**config.mk**
```make
export PLATFORM = sky130hd
export DESIGN_NAME = pc_sequencer
export DESIGN_NICKNAME = d
export VERILOG_FILES = /design/src/rtl/pc_sequencer.sv
export SDC_FILE = /design/constraint.sdc
export NUM_CORES = 1
export LEC_CHECK = 0
export CORE_MARGIN = 1
export CORE_UTILIZATION = 40
export CTS_CLUSTER_SIZE = 14
export DETAILED_ROUTE_END_ITERATION = 8
export PLACE_DENSITY_LB_ADDON = 0.1
export SKIP_CTS_REPAIR_TIMING = 1
export SYNTH_ARGS = -nofsm -noshare
export SYNTH_HDL_FRONTEND = slang
export SYNTH_SLANG_ARGS = --single-unit
export TNS_END_PERCENT = 30
```
**constraint.sdc**
```tcl
create_clock -name clk -period 5.1 [get_ports clk]
set_input_delay 1.02 -clock clk [delete_from_list [all_inputs] [get_ports clk]]
set_output_delay 1.02 -clock clk [all_outputs]
set_load 0.02 [all_outputs]
```
**src/rtl/pc_sequencer.sv**
```systemverilog
// Program-counter owner with IDLE/RUN/DONE control and a saturating retire counter.
// Define PC_RAS_EN to add call/ret ports, a circular return-address stack and ras_err.
module pc_sequencer #(
    parameter int D         = 12,
    parameter int CNT_W     = 16,
    parameter int RAS_DEPTH = 4
) (
    input  logic             clk,
    input  logic             rst_n,
    input  logic             start,
    input  logic [D-1:0]     start_address,
    input  logic             branch,
    input  logic             taken,
    input  logic [D-1:0]     target,
    input  logic             halt,
    input  logic             stall,
`ifdef PC_RAS_EN
    input  logic             call,
    input  logic             ret,
`endif
    output logic [D-1:0]     prog_ctr,
    output logic             fetch_valid,
    output logic             done,
    output logic [CNT_W-1:0] instr_count
`ifdef PC_RAS_EN
    ,
    output logic             ras_err
`endif
);

    typedef enum logic [1:0] {IDLE, RUN, DONE} state_t;

    state_t                  state, state_nxt;
    logic        [D-1:0]     pc, pc_nxt;
    logic        [CNT_W-1:0] cnt, cnt_nxt;
    logic signed [D-1:0]     offset;

    function automatic logic [CNT_W-1:0] sat_inc(input logic [CNT_W-1:0] c);
        return (c == '1) ? c : c + CNT_W'(1);
    endfunction

    assign offset = target;

`ifdef PC_RAS_EN
    localparam int PW = (RAS_DEPTH > 1) ? $clog2(RAS_DEPTH) : 1;

    logic [D-1:0] stack [RAS_DEPTH];
    logic [PW-1:0] sp;
    logic [PW:0]   depth;
    logic          err;
    logic          push, pop, clear;

    function automatic logic [PW-1:0] wrap_inc(input logic [PW-1:0] p);
        return (p == PW'(RAS_DEPTH - 1)) ? '0 : p + PW'(1);
    endfunction

    function automatic logic [PW-1:0] wrap_dec(input logic [PW-1:0] p);
        return (p == '0) ? PW'(RAS_DEPTH - 1) : p - PW'(1);
    endfunction
`endif

    always_ff @(posedge clk or negedge rst_n) begin
        if (!rst_n) begin
            state <= IDLE;
            pc    <= '0;
            cnt   <= '0;
        end else begin
            state <= state_nxt;
            pc    <= pc_nxt;
            cnt   <= cnt_nxt;
        end
    end

    always_comb begin
        state_nxt = state;
        pc_nxt    = pc;
        cnt_nxt   = cnt;
`ifdef PC_RAS_EN
        push  = 1'b0;
        pop   = 1'b0;
        clear = 1'b0;
`endif
        // start overrides everything, in any state
        if (start) begin
            state_nxt = RUN;
            pc_nxt    = start_address;
            cnt_nxt   = '0;
`ifdef PC_RAS_EN
            clear     = 1'b1;
`endif
        end else if (state == RUN && !stall) begin
            cnt_nxt = sat_inc(cnt);
            if (halt) begin
                state_nxt = DONE;
`ifdef PC_RAS_EN
            end else if (ret) begin
                pop = 1'b1;
                if (depth == '0) pc_nxt = pc + D'(1);
                else             pc_nxt = stack[wrap_dec(sp)];
            end else if (call) begin
                push   = 1'b1;
                pc_nxt = pc + offset;
`endif
            end else if (branch && taken) begin
                pc_nxt = pc + offset;
            end else begin
                pc_nxt = pc + D'(1);
            end
        end
    end

`ifdef PC_RAS_EN
    // a push onto a full stack overwrites the oldest slot, keeping the newest RAS_DEPTH returns
    always_ff @(posedge clk or negedge rst_n) begin
        if (!rst_n) begin
            sp    <= '0;
            depth <= '0;
            err   <= 1'b0;
        end else if (clear) begin
            sp    <= '0;
            depth <= '0;
            err   <= 1'b0;
        end else if (push) begin
            sp <= wrap_inc(sp);
            if (depth == (PW+1)'(RAS_DEPTH)) err   <= 1'b1;
            else                             depth <= depth + (PW+1)'(1);
        end else if (pop) begin
            if (depth == '0) begin
                err <= 1'b1;
            end else begin
                sp    <= wrap_dec(sp);
                depth <= depth - (PW+1)'(1);
            end
        end
    end

    always_ff @(posedge clk) begin
        if (push) stack[sp] <= pc + D'(1);
    end

    assign ras_err = err;
`endif

    assign prog_ctr    = pc;
    assign fetch_valid = (state == RUN);
    assign done        = (state == DONE);
    assign instr_count = cnt;

endmodule

```
# --- Yosys cells after proc, flatten, opt, wreduce, memory -nomap -nowiden ---
# Index checks and enable logic that the tools add are counted.
totals:
  regBits: 30
  latchBits: 0
  ram_bits: 0
  mem_bits_ro: 0
  output_inout_bits: 30
  elab_cells: 29
  memories: 0
op_classes:
  addsub: 3
  multipliers: 0
  div: 0
  magnitude_cmp: 0
  n_eq_ne: 5
  n_shift: 0
  mux: 10
  n_bitwise: 0
  n_reduce_logical: 8
ops:
  columns: ["operator", "count"]
  rows:
  - ["12-bit 2-to-1 mux", 4]
  - ["16-bit 2-to-1 mux", 3]
  - ["16-bit by 1-bit adder with 16-bit output, second input constant", 1]
  - ["16-bit equality test, second input constant", 1]
  - ["12-bit by 1-bit adder with 12-bit output, second input constant", 1]
  - ["12-bit adder", 1]
  - ["2-bit 2-to-1 mux", 3]
  - ["2-bit AND reduction", 3]
  - ["2-bit inequality test, second input constant", 2]
  - ["2-bit nonzero test", 2]
  - ["2-bit by 1-bit equality test with 1-bit output, second input constant", 1]
  - ["2-bit equality test, second input constant", 1]
  - ["1-bit logical AND", 2]
  - ["1-bit zero test", 1]

# --- Longest topological paths before layout ---
logic_depth:
  depth_word: 5
  mapped_depth: 11
  mapped_depth_nobuf: 10

# --- Worst setup path before layout ---
# No wires, ideal clock.
synth_timing:
  path_kind: "input to register"
  start: "input branch"
  end: "register pc[10], in the netlist prog_ctr[10]"
  t_arrival_ps: 2828
  path_slack_ps: 2130
  path_stages: 11
  n_path_buf: 1
  cell_sequence: "clkbuf_1 -> nand3b_1 -> ha_1 -> inv_1 -> fa_1 -> nor2b_4 -> o31a_1 -> o31a_1 -> o31ai_2 -> xor2_1 -> o221ai_1"
synth_between:
  elab_chain_len: 5
synth_lines:
  columns: ["element", "line_no", "rtl"]
  rows:
  - ["start, declared", "12", "input logic branch,"]
  - ["1-bit logical AND", "104", "end else if (branch && taken) begin"]
  - ["12-bit 2-to-1 mux", "104", null]
  - ["12-bit 2-to-1 mux", "93", "if (halt) begin"]
  - ["12-bit 2-to-1 mux", "91", "end else if (state == RUN && !stall) begin"]
  - ["12-bit 2-to-1 mux", "84", "if (start) begin"]
  - ["end signal, assigned", "69", "pc <= pc_nxt;"]
  - ["end, declared", "34", "logic [D-1:0] pc, pc_nxt;"]
# No other way between the ends. The select of a mux whose other input is x is not followed.
# A chain may end at the register's enable or synchronous reset.

# --- Worst setup path after layout ---
layout_timing:
  start: "input taken"
  end: "register pc[10], in the netlist prog_ctr[10]"
layout_between:
  elab_chain_len: 5
layout_lines:
  columns: ["element", "line_no", "rtl"]
  rows:
  - ["start, declared", "13", "input logic taken,"]
  - ["1-bit logical AND", "104", null]
  - ["12-bit 2-to-1 mux", "104", null]
  - ["12-bit 2-to-1 mux", "93", null]
  - ["12-bit 2-to-1 mux", "91", null]
  - ["12-bit 2-to-1 mux", "84", null]
# No other way between the ends. The select of a mux whose other input is x is not followed.

==> key figures <==
GRT
  – Total global-route track usage: 19.92%
  – Antenna violations before repair: 0
  – Vias in the first global route: 1816
  – GR Overflow Total: 0
  – Pin count of the biggest net entering global routing: 31
  – First-pass GRT wire length: 8418 µm

Cells and area
  – Nets: 332
  – Diode count: 0
  – Area Overhead vs Synth: 37.42%
  – Most common library cell in the layout ignoring fill and taps: clkdlybuf4s50_1
  – Most frequent cells in the layout: 60 x clkdlybuf4s50_1, 30 x dfrtp_1, 26 x nand2_1
  – Final cell count without fillers: 355
  – Layout cells sized above 1: 7.986%
  – Layout fillers: 444
  – Fin area: 2835 µm²
  – Post-layout util: 58.48%

Setup path
  – CP Launch Type: input pin
  – WS Path Type: in -> reg
  – Crit end category: flop
  – Crit path max fanout: 12
  – Req. time, crit path: 5.23 ns
  – Arrival time worst endpoint: 3.51 ns

STA
  – Setup TNS Final: 0 ns
  – Relative slew slack: 40.63%
  – Worst Skew: 0.01346 ns
  – Fin crit share: 66.33%
  – Final WS setup: 1.717 ns
  – Fin. Hold Viols: 0
  – Slew @ Worst Pin: 0.8878 ns
  – RSZ-0062 raised after global routing: no
  – Final setup vio count: 0
  – Fmax: 0.2956 GHz
  – Final min period: 3.383 ns
  – Max-slew violation count: 0
  – Worst hold margin: 0.5311 ns

Placement
  – Routability cong.: 0.8466
  – Port buffer count: 60
  – Area post-placement: 2723 µm²
  – Placed Cells incl. Taps: 348
  – Placed wire-length estimate: 3727 µm
  – Pre-CTS setup slack: 1.441 ns

Power
  – Pwr Total: 0.6955 mW
  – Pwr Density: 245.3 nW/µm²
  – Lkg Pwr: 1.256 nW
  – Peak VDD IR: 0.0001874 V

Floorplan
  – Initial Util: 42.55%
  – I/O pin cnt: 61
  – Die height: 73.82 µm
  – Chip Width: 73.82 µm
  – Die ar.: 5449 µm²
  – Core Area: 4848 µm²
  – Num rows: 25

Clocking
  – Clock Sink Count: 30
  – Clock Root Buffer: clkbuf_8
  – Clock buffer depth: 2
  – Worst-Skew Late Latency: 0.28 ns
  – Htree depth: 2
  – CTS buffer count: 5
  – CTS clk-pin slew, worst paths: 0.07 ns
  – CTS tree: built

Flow run
  – Max-capacitance violation count: 0

Route
  – WL/cell: 13.99 µm
  – Routed wire length: 4968 µm
  – Initial DRT Pass Iterations: 4
  – Vias per inst: 5.270
  – Vias after detailed routing: 1871
  – Detail Route Antenna Nets: 0
  – DRC Markers: 0
  – Iteration-0 DRC Markers: 81

Synth
  – Gate Count Post-Synth: 227
  – Flops & latches, synth: 30
  – Post-Synthesis Cell Area: 2063 µm²
  – Post-synth ARST share: 100.0%
  – Sequential area share after synthesis: 36.39%
  – Post-Syn Area per Cell: 9.089 µm²
  – Synthesized Nets: 271
  – Netlist cell types: 49
  – Synthesis Warnings: 0
  – Post-synth EDFFs: 0
  – Main flop type after synthesis: dfrtp_1

Hold path
  – Hold Crit Class: reg -> reg

Run status
  – Outcome: finished clean
area by class of cell:
type	count	area [µm²]	area share, %
clock buffers	6	82.58	2.913
clock inverters	1	30.03	1.059
inverters	4	15.01	0.5296
multi-input cells	184	1250	44.09
flip-flops and latches	30	750.7	26.48
well taps	67	83.83	2.957
repair buffers	63	623.1	21.98
state kept, by name (all words and copies together) (netlist names):
name,count
state,2
prog_ctr,12
instr_count,16
cells in the mapped netlist (2+ instances only):
library cell / n / share of area, %
nand3b_1: 2 / 0.73
or3_1: 3 / 0.91
nand2_1: 26 / 4.7
dfrtp_1: 30 / 36
and4_4: 2 / 1.1
nor2_1: 22 / 4.0
a211oi_1: 3 / 1.1
nor2b_1: 4 / 1.2
nor3_1: 2 / 0.49
a21o_1: 7 / 2.5
o21ai_1: 5 / 1.2
ha_1: 12 / 7.3
buf_2: 2 / 0.49
nand3_1: 6 / 1.5
xor2_1: 9 / 3.8
mux2i_1: 5 / 2.4
a21oi_1: 13 / 3.2
xnor2_1: 8 / 3.4
nand2b_1: 2 / 0.61
o31a_1: 2 / 0.85
o21a_1: 3 / 1.1
nand4_1: 3 / 0.91
inv_1: 4 / 0.73
o21ai_0: 11 / 2.7
clkbuf_1: 5 / 0.91
o221ai_1: 3 / 1.3
and3_1: 11 / 3.3
critical path: stages:
cell	delay, ns
clkdlybuf4s50_1	0.70
nand3b_1	0.13
ha_1	0.23
inv_1	0.08
fa_1	0.22
nor2b_4	0.06
o31a_1	0.26
o31a_1	0.28
o31ai_2	0.22
xor2_1	0.18
o221ai_1	0.13
cells by family (layout without fill, tap and decap cells):
group | Yosys count | count (layout) | share of synthesized area, %
xor gates and xnor gates | 17 | 17 | 7.217
DFF | 30 | 30 | 36.39
buffers and inverters | 13 | 74 | 3.032
and+or+nand+nor | 94 | 94 | 24.80
muxes | 5 | 5 | 2.426
AOI/OAI and AO/OA | 55 | 55 | 17.89
adders and majority gates | 13 | 13 | 8.247
layer usage:
layer	wire length (µm)	track usage [%]	vias to the layer above
met5	0	0	-
met4	25	4.701	0
met3	200	4.115	2
met2	2216	29.46	42
met1	2525	29.51	887
li1	-	-	940
final timing paths:
kind | start | endpoint | slack, ns | depth (start not counted)
setup / recovery | taken | prog_ctr[10] | 1.72 | 11
hold / removal | state[0] | state[0] | 0.53 | 1
setup reg to reg | prog_ctr[0] | prog_ctr[10] | 2.88 | 9
hold reg to reg | state[0] | state[0] | 0.53 | 1
max in group asynchronous | rst_n | prog_ctr[5] | 3.65 | 2
min in group asynchronous | rst_n | instr_count[7] | 1.13 | 2
power by group:
group          internal (mW)  switching [mW]
Clock                  0.156          0.0883
Sequential             0.252          0.0143
Combinational         0.0935          0.0908
Total                  0.502           0.193
Power figures use the tool's default switching activity.
